**src/rtl/uart_pkg.sv**
```systemverilog
// Shared UART definitions: FSM state encoding and bit-period derivation.
package uart_pkg;

  // Common state encoding for the receive and transmit FSMs.
  typedef enum logic [1:0] {
    IDLE  = 2'd0,
    START = 2'd1,
    DATA  = 2'd2,
    STOP  = 2'd3
  } uart_state_e;

  localparam int DATA_BITS = 8;

  // Integer clocks per bit; truncation keeps the baud error tiny at 50 MHz / 9600.
  function automatic int clks_per_bit(input int clk_freq, input int baud);
    return clk_freq / baud;
  endfunction

endpackage

```
**src/rtl/fpga_uart_if.sv**
```systemverilog
// Board-pin bundle between the FPGA and the Arduino serial link.
interface fpga_uart_if;
  logic       rx;
  logic       tx;
  logic [3:0] leds;

  // Board / Arduino side drives rx and observes tx and the LEDs.
  modport master (output rx, input tx, input leds);
  // FPGA side.
  modport slave  (input rx, output tx, output leds);
endinterface

```
**src/rtl/uart_rx.sv**
```systemverilog
// 8N1 UART receiver with a 2-flop input synchronizer.
//
//   state | meaning
//   IDLE  | line idle, waiting for a synchronized high-to-low edge
//   START | timing half a bit, then confirming the start bit is still low
//   DATA  | sampling 8 data bits at mid-bit, LSB first
//   STOP  | sampling the stop bit; on a framing error, waiting for line high
module uart_rx
  import uart_pkg::*;
#(
  parameter int CLKS_PER_BIT = 5208
) (
  input  logic       clk,
  input  logic       rst_n,
  input  logic       rx,
  output logic [7:0] data,
  output logic       valid
);

  localparam int            CW      = $clog2(CLKS_PER_BIT);
  localparam logic [CW-1:0] HALF_TC = CW'(CLKS_PER_BIT / 2 - 1);
  localparam logic [CW-1:0] BIT_TC  = CW'(CLKS_PER_BIT - 1);

  logic          sync1_q, sync2_q, prev_q;
  logic          fall_edge;
  uart_state_e   state_q;
  logic [CW-1:0] cnt_q;
  logic [2:0]    bits_left_q;
  logic [7:0]    shift_q;
  logic          ferr_q;
  logic          valid_q;
  logic [7:0]    data_q;

  // Synchronize the asynchronous line and keep one extra stage for edge detection.
  always_ff @(posedge clk or posedge rst_n) begin
    if (rst_n) begin
      sync1_q <= 1'b1;
      sync2_q <= 1'b1;
      prev_q  <= 1'b1;
    end else begin
      sync1_q <= rx;
      sync2_q <= sync1_q;
      prev_q  <= sync2_q;
    end
  end

  assign fall_edge = prev_q && !sync2_q;

  // Receive FSM: down-counter times each sample point, terminal count at zero.
  always_ff @(posedge clk or posedge rst_n) begin
    if (rst_n) begin
      state_q     <= IDLE;
      cnt_q       <= '0;
      bits_left_q <= '0;
      shift_q     <= '0;
      ferr_q      <= 1'b0;
      valid_q     <= 1'b0;
      data_q      <= '0;
    end else begin
      valid_q <= 1'b0;
      case (state_q)
        IDLE: begin
          ferr_q <= 1'b0;
          if (fall_edge) begin
            state_q <= START;
            cnt_q   <= HALF_TC;
          end
        end
        START: begin
          if (cnt_q != '0) begin
            cnt_q <= cnt_q - 1'b1;
          end else if (!sync2_q) begin
            state_q     <= DATA;
            cnt_q       <= BIT_TC;
            bits_left_q <= 3'(DATA_BITS - 1);
          end else begin
            state_q <= IDLE;   // glitch shorter than half a bit
          end
        end
        DATA: begin
          if (cnt_q != '0) begin
            cnt_q <= cnt_q - 1'b1;
          end else begin
            shift_q <= {sync2_q, shift_q[7:1]};
            cnt_q   <= BIT_TC;
            if (bits_left_q == 3'd0) begin
              state_q <= STOP;
            end else begin
              bits_left_q <= bits_left_q - 1'b1;
            end
          end
        end
        STOP: begin
          if (ferr_q) begin
            if (sync2_q) begin
              state_q <= IDLE;
            end
          end else if (cnt_q != '0) begin
            cnt_q <= cnt_q - 1'b1;
          end else if (sync2_q) begin
            valid_q <= 1'b1;
            data_q  <= shift_q;
            state_q <= IDLE;   // ready for the next start edge from mid-stop onward
          end else begin
            ferr_q <= 1'b1;    // byte discarded; hold here until the line recovers
          end
        end
        default: state_q <= IDLE;
      endcase
    end
  end

  assign valid = valid_q;
  assign data  = data_q;

endmodule

```
**src/rtl/fpga_uart_top.sv**
```systemverilog
// Arduino serial link: receive bytes, show low nibble on LEDs, echo each byte.
//
//   state | meaning (transmitter)
//   IDLE  | line high, waiting for a received or held byte
//   START | driving the start bit (0)
//   DATA  | driving 8 data bits, LSB first
//   STOP  | driving the stop bit (1)
module fpga_uart_top
  import uart_pkg::*;
#(
  parameter int CLK_FREQ = 50_000_000,
  parameter int BAUD     = 9600
) (
  input logic        clk,
  input logic        rst_n,
  fpga_uart_if.slave pins
);

  localparam int            CLKS_PER_BIT = clks_per_bit(CLK_FREQ, BAUD);
  localparam int            CW           = $clog2(CLKS_PER_BIT);
  localparam logic [CW-1:0] BIT_TC       = CW'(CLKS_PER_BIT - 1);

  logic [7:0]    rx_data;
  logic          rx_valid;
  logic [3:0]    leds_q;
  uart_state_e   tx_state_q;
  logic [CW-1:0] tx_cnt_q;
  logic [2:0]    tx_bits_left_q;
  logic [7:0]    tx_shift_q;
  logic          tx_q;
  logic [7:0]    hold_q;
  logic          hold_full_q;

  uart_rx #(.CLKS_PER_BIT(CLKS_PER_BIT)) u_rx (
    .clk   (clk),
    .rst_n (rst_n),
    .rx    (pins.rx),
    .data  (rx_data),
    .valid (rx_valid)
  );

  // LEDs follow every good byte, independent of the transmitter.
  always_ff @(posedge clk or posedge rst_n) begin
    if (rst_n) begin
      leds_q <= 4'b0000;
    end else if (rx_valid) begin
      leds_q <= rx_data[3:0];
    end
  end

  // Transmit FSM plus one-byte holding register; the held byte always goes out first.
  always_ff @(posedge clk or posedge rst_n) begin
    if (rst_n) begin
      tx_state_q     <= IDLE;
      tx_cnt_q       <= '0;
      tx_bits_left_q <= '0;
      tx_shift_q     <= '0;
      tx_q           <= 1'b1;
      hold_q         <= '0;
      hold_full_q    <= 1'b0;
    end else begin
      if (rx_valid) begin
        hold_q      <= rx_data;   // newest byte overwrites a full holding register
        hold_full_q <= 1'b1;
      end
      case (tx_state_q)
        IDLE: begin
          tx_q <= 1'b1;
          if (hold_full_q || rx_valid) begin
            tx_state_q  <= START;
            tx_q        <= 1'b0;
            tx_cnt_q    <= BIT_TC;
            tx_shift_q  <= hold_full_q ? hold_q : rx_data;
            hold_full_q <= hold_full_q && rx_valid;
          end
        end
        START: begin
          if (tx_cnt_q != '0) begin
            tx_cnt_q <= tx_cnt_q - 1'b1;
          end else begin
            tx_state_q     <= DATA;
            tx_q           <= tx_shift_q[0];
            tx_shift_q     <= {1'b0, tx_shift_q[7:1]};
            tx_bits_left_q <= 3'(DATA_BITS - 1);
            tx_cnt_q       <= BIT_TC;
          end
        end
        DATA: begin
          if (tx_cnt_q != '0) begin
            tx_cnt_q <= tx_cnt_q - 1'b1;
          end else if (tx_bits_left_q == 3'd0) begin
            tx_state_q <= STOP;
            tx_q       <= 1'b1;
            tx_cnt_q   <= BIT_TC;
          end else begin
            tx_q           <= tx_shift_q[0];
            tx_shift_q     <= {1'b0, tx_shift_q[7:1]};
            tx_bits_left_q <= tx_bits_left_q - 1'b1;
            tx_cnt_q       <= BIT_TC;
          end
        end
        STOP: begin
          if (tx_cnt_q != '0) begin
            tx_cnt_q <= tx_cnt_q - 1'b1;
          end else begin
            tx_state_q <= IDLE;
          end
        end
        default: tx_state_q <= IDLE;
      endcase
    end
  end

  assign pins.tx   = tx_q;
  assign pins.leds = leds_q;

endmodule

```
**src/flat_wrapper.sv**
```systemverilog
// flat-port wrapper written by rule: the top's interface ports become plain ports
module fpga_uart_top_flat import uart_pkg::*;
#(
  parameter int CLK_FREQ = 50_000_000,
  parameter int BAUD     = 9600
)
  (clk, rst_n, pins_rx, pins_tx, pins_leds);
  fpga_uart_if pins_i ();
  input logic clk;
  input logic rst_n;
  input wire logic [$bits(pins_i.rx)-1:0] pins_rx;
  output wire logic [$bits(pins_i.tx)-1:0] pins_tx;
  output wire logic [$bits(pins_i.leds)-1:0] pins_leds;
  assign pins_i.rx = pins_rx;
  assign pins_tx = pins_i.tx;
  assign pins_leds = pins_i.leds;
  fpga_uart_top #(.CLK_FREQ(CLK_FREQ), .BAUD(BAUD)) u_core (.clk(clk), .rst_n(rst_n), .pins(pins_i));
endmodule
```
**config.mk**
```make
export PLATFORM = sky130hd
export DESIGN_NAME = fpga_uart_top_flat
export DESIGN_NICKNAME = d
export VERILOG_FILES = /design/src/rtl/uart_pkg.sv /design/src/rtl/fpga_uart_if.sv /design/src/rtl/uart_rx.sv /design/src/rtl/fpga_uart_top.sv /design/src/flat_wrapper.sv
export SDC_FILE = /design/constraint.sdc
export NUM_CORES = 1
export LEC_CHECK = 0
export CORE_ASPECT_RATIO = 1.75
export CORE_MARGIN = 1.5
export CORE_UTILIZATION = 40
export CTS_CLUSTER_DIAMETER = 60
export DETAILED_ROUTE_END_ITERATION = 8
export GPL_TIMING_DRIVEN = 0
export MAX_ROUTING_LAYER = met4
export SLEW_MARGIN = 20
export SYNTH_ARGS = -nofsm -noshare
export SYNTH_HDL_FRONTEND = slang
export SYNTH_SLANG_ARGS = --single-unit
export TNS_END_PERCENT = 1
```
**constraint.sdc**
```tcl
create_clock -name clk -period 3.3 [get_ports clk]
set_input_delay 0.99 -clock clk [delete_from_list [all_inputs] [get_ports clk]]
set_output_delay 0.99 -clock clk [all_outputs]
set_load 0.01 [all_outputs]
```
==> PnR_summary.wiki <==
{| class="wikitable"
! Metric !! Value
|-
| Number of enable flip-flop cells after synthesis || 0
|-
| Buffers inserted during post-CTS setup optimization || 0
|-
| I/O Buffers || 7
|-
| Primary flip-flop cell chosen by synthesis mapping || dfrtp_1
|-
| Largest area contributor in the synthesized netlist || dfrtp_1
|-
| Initial cell density of the core || 41.2%
|-
| Max cap viols || 0
|-
| Total clock buffers created by CTS || 9
|-
| Final antenna diode count || 0
|-
| Ratio of total power to cell area || 907 nW/µm²
|-
| Number of standard-cell rows in the floorplan || 48
|-
| Post-layout net count || 432
|-
| Min Clock Period, post-route || 2380 ps
|-
| Share of post-route cells with drive strength above 1 || 14.4%
|-
| Placer congestion estimate || 0.801
|-
| Number of buffers between clock root and the deepest sink || 2
|-
| Unrepaired setup endpoints after global routing || no
|-
| Instance count of the mapped netlist || 392
|-
| Post-Syn Area per Cell || 10.4 µm²
|-
| Leakage power || 0.00211 µW
|-
| Synthesis-to-finish area growth || 13.5%
|-
| Hold violation count in the final report || 0
|-
| Slowest stage cell on the critical path || clkdlybuf4s50_1
|-
| Worst Max-Slew Pin Slew || 779 ps
|-
| Final setup vio count || 0
|-
| Fraction of registers with async set or reset after synthesis || 100%
|-
| Final standard cell count with taps included and fillers excluded || 541
|-
| Required time reported for the critical path endpoint || 2310 ps
|-
| Core area || 9910 µm²
|-
| Status || finished, final reports clean
|-
| Switch share || 42.1%
|-
| Type of the worst setup path || reg -> out
|-
| Fraction of synthesized cell area taken by the top area cell type || 43.5%
|-
| Worst hold path type || reg -> reg
|-
| Worst clock skew || 5.97 ps
|-
| Register clock-pin slew on the reported worst setup and hold paths || 60 ps
|-
| TritonCTS clock tree || done
|-
| First-pass GRT wire length || 14.4 mm
|-
| Mean routed wirelength per cell || 15.3 µm
|-
| Sequential cell area fraction in the yosys report || 46.1%
|-
| Crit path DAT || 1390 ps
|-
| Peak ir drop on the vdd network || 404 µV
|-
| Cell area after synthesis || 4090 µm²
|-
| H-tree levels || 3
|-
| CP delay by family, top || buffers and inverters
|-
| Final count of pins violating max slew || 0
|-
| Number of clock sinks || 75
|-
| Number of routed nets with antenna violations || 0
|-
| Switching pwr || 1770 µW
|-
| Achievable clock frequency || 0.420 GHz
|-
| Worst Setup Start Kind || flip-flop
|-
| Horizontal die dimension || 79.4 µm
|-
| Max-Slew Margin vs Limit || 47.4%
|-
| HPWL after detailed placement || 6.14 mm
|-
| Worst skew pair latency || 340 ps
|-
| Total Die Area || 10900 µm²
|-
| Vias in the first global route || 3143
|-
| Yosys synthesis warning count || 0
|-
| Clock Root Buffer || clkbuf_16
|-
| Power Internal || 2440 µW
|-
| Part of the power in registers || 31.1%
|-
| Max FO, Critical Path || 2
|-
| Count of pins on the block boundary || 8
|-
| Maximum number of pins on one net before global-route repair || 58
|-
| Drt via density || 5.55
|-
| Final setup TNS || 0 ps
|-
| Global route total overflow || 0
|-
| Number of placed instances with taps included || 525
|-
| DR DRC count || 0
|-
| Ordered list of cells on the worst path || clkdlybuf4s50_1
|-
| Endpoint class of the critical path || primary output
|-
| Number of hold buffers added after CTS || 0
|-
| Final period utilization || 72.1%
|-
| Worst path max stage delay || 530 ps
|-
| Antenna violations before repair || 0
|-
| Count of instances resized after the clock tree is built || 0
|-
| Synthesized flop and latch total || 75
|-
| Iter 0 DRT Violations || 89
|-
| Fraction of power consumed by combinational cells || 45.5%
|-
| Portion of total power attributed to the clock network || 23.3%
|-
| Number of different library cells in the post-synthesis netlist || 62
|-
| Number of detailed-route iterations in the first pass || 4
|-
| Die H || 137 µm
|-
| Wire length reported by the detailed router || 8.29 mm
|-
| Post-synthesis net count || 413
|-
| Top area cells in the synthesized netlist || dfrtp_1 (43%), ha_1 (5.5%), mux2_1 (4.4%), o21ai_0 (4.0%), mux2_4 (2.9%)
|-
| Via count || 3004
|-
| Global-route usage over all layers || 17.9%
|-
| Count of buffer and inverter cells on the critical path || 1
|}
layer usage:
layer	vias to the layer above	global-route usage, %	share of wire, %	routed length [µm]
met5	-	-	0	0
met4	0	11.9	3.4	281
met3	21	3.07	1.9	160
met2	42	32.1	56	4640
met1	1475	17.2	39	3210
li1	1466	-	-	-
kinds of logic (layout without fill, tap and decap cells):
group	Yosys count	after routing	share of synthesized area (%)
compound gates	116	116	17.7
simple gates	100	100	14.0
flops	75	75	46.1
mux	42	42	12.0
buf+inv	40	64	4.44
fa+ha+maj	19	19	5.76
sequential cells by signal, indices dropped and copies added, names as in the netlist, 2 cells and up, named ones only:
name,count
u_core.tx_shift_q,8
u_core.tx_state_q,2
u_core.u_rx.data,8
u_core.u_rx.bits_left_q,3
u_core.hold_q,8
u_core.tx_bits_left_q,3
u_core.u_rx.cnt_q,13
u_core.u_rx.shift_q,8
u_core.tx_cnt_q,13
cells in the mapped netlist (all sizes together) (3+ instances only):
cell and instances:
dfrtp 71, o21ai 50, mux2 33, nor2 29, nand2 23, a21oi 21
inv 21, ha 18, buf 10, nor3 10, clkbuf 9, mux2i 9
a31oi 8, nor4 8, a21o 5, nor3b 5, or4 5, a41oi 4
dfstp 4, nand3 4, o22a 4, or3 4, nand2b 3, o21a 3
o31a 3
power by group through the flow:
stage	combinational, µW	clock, µW	sequential [µW]
after detailed placement	1910	0	1330
after floorplan	1480	0	1280
after global routing	2170	1050	1340
after CTS	1920	1010	1310
after global placement	1860	0	1310
final	1920	980	1310
final cells by class:
| type | count | area (µm²) |
|---|---|---|
| Fill cell | 938 | 5270 |
| Multi-Input combinational cell | 277 | 2020 |
| Sequential cell | 75 | 1880 |
| Clock buffer | 11 | 233 |
| Tap cell | 125 | 156 |
| Buffer | 19 | 103 |
| Timing Repair Buffer | 8 | 97.6 |
| Inverter | 21 | 81.3 |
| Clock inverter | 5 | 62.6 |
per-stage QoR:
stage                     instance area, µm²  utilization (%)  hold slack, ps  worst slack, ps  total power, µW
after floorplan                         4090                -             345              407             2760
final                                   4640             46.8             356              920             4210
after global routing                    4640             46.8             362              838             4560
after CTS                               4640             46.8             357              895             4240
after detailed placement                4340             43.8             349             1000             3230
after global placement                  4310             43.5             349             -912             3180
worst paths after layout:
check | startpoint | cells after the start | slack [ps] | end
max in group asynchronous | rst_n | 3 | 1750 | u_core.u_rx.sync1_q
setup reg to reg | u_core.u_rx.cnt_q[0] | 8 | 1000 | u_core.u_rx.cnt_q[2]
hold / removal | u_core.u_rx.sync1_q | 0 | 360 | u_core.u_rx.sync2_q
min in group asynchronous | rst_n | 2 | 950 | u_core.tx_cnt_q[4]
hold reg to reg | u_core.u_rx.sync1_q | 0 | 360 | u_core.u_rx.sync2_q
setup / recovery | u_core.pins.tx | 1 | 920 | pins_tx
placed cells by master, fill, tap and decap left out, types with 2 or more instances in the layout:
master | netlist | layout
clkbuf_1 | 9 | 11
nand4_1 | 2 | 2
a21o_1 | 5 | 5
or3_1 | 4 | 4
a22o_1 | 2 | 2
buf_2 | 4 | 4
clkbuf_16 | 0 | 9
a21oi_1 | 21 | 21
inv_1 | 21 | 20
o21a_1 | 3 | 3
a41oi_1 | 4 | 4
dfstp_2 | 4 | 4
nand3b_1 | 2 | 2
a31oi_1 | 8 | 8
dfrtp_1 | 71 | 71
mux2_4 | 8 | 8
clkinvlp_4 | 0 | 2
clkdlybuf4s50_1 | 0 | 7
o31a_1 | 3 | 3
nor4_1 | 5 | 5
nand2_1 | 22 | 22
nand2b_1 | 3 | 3
buf_4 | 5 | 5
o22a_1 | 4 | 4
nor2_1 | 28 | 28
ha_1 | 18 | 18
mux2_2 | 9 | 9
nor3_1 | 10 | 10
mux2i_1 | 9 | 9
o31ai_1 | 2 | 2
o21ai_0 | 33 | 33
o21ai_1 | 16 | 16
nand3_1 | 2 | 2
nor3b_1 | 5 | 5
nor4_2 | 2 | 2
or4_1 | 4 | 4
mux2_1 | 16 | 16
Power figures use the tool's default switching activity.
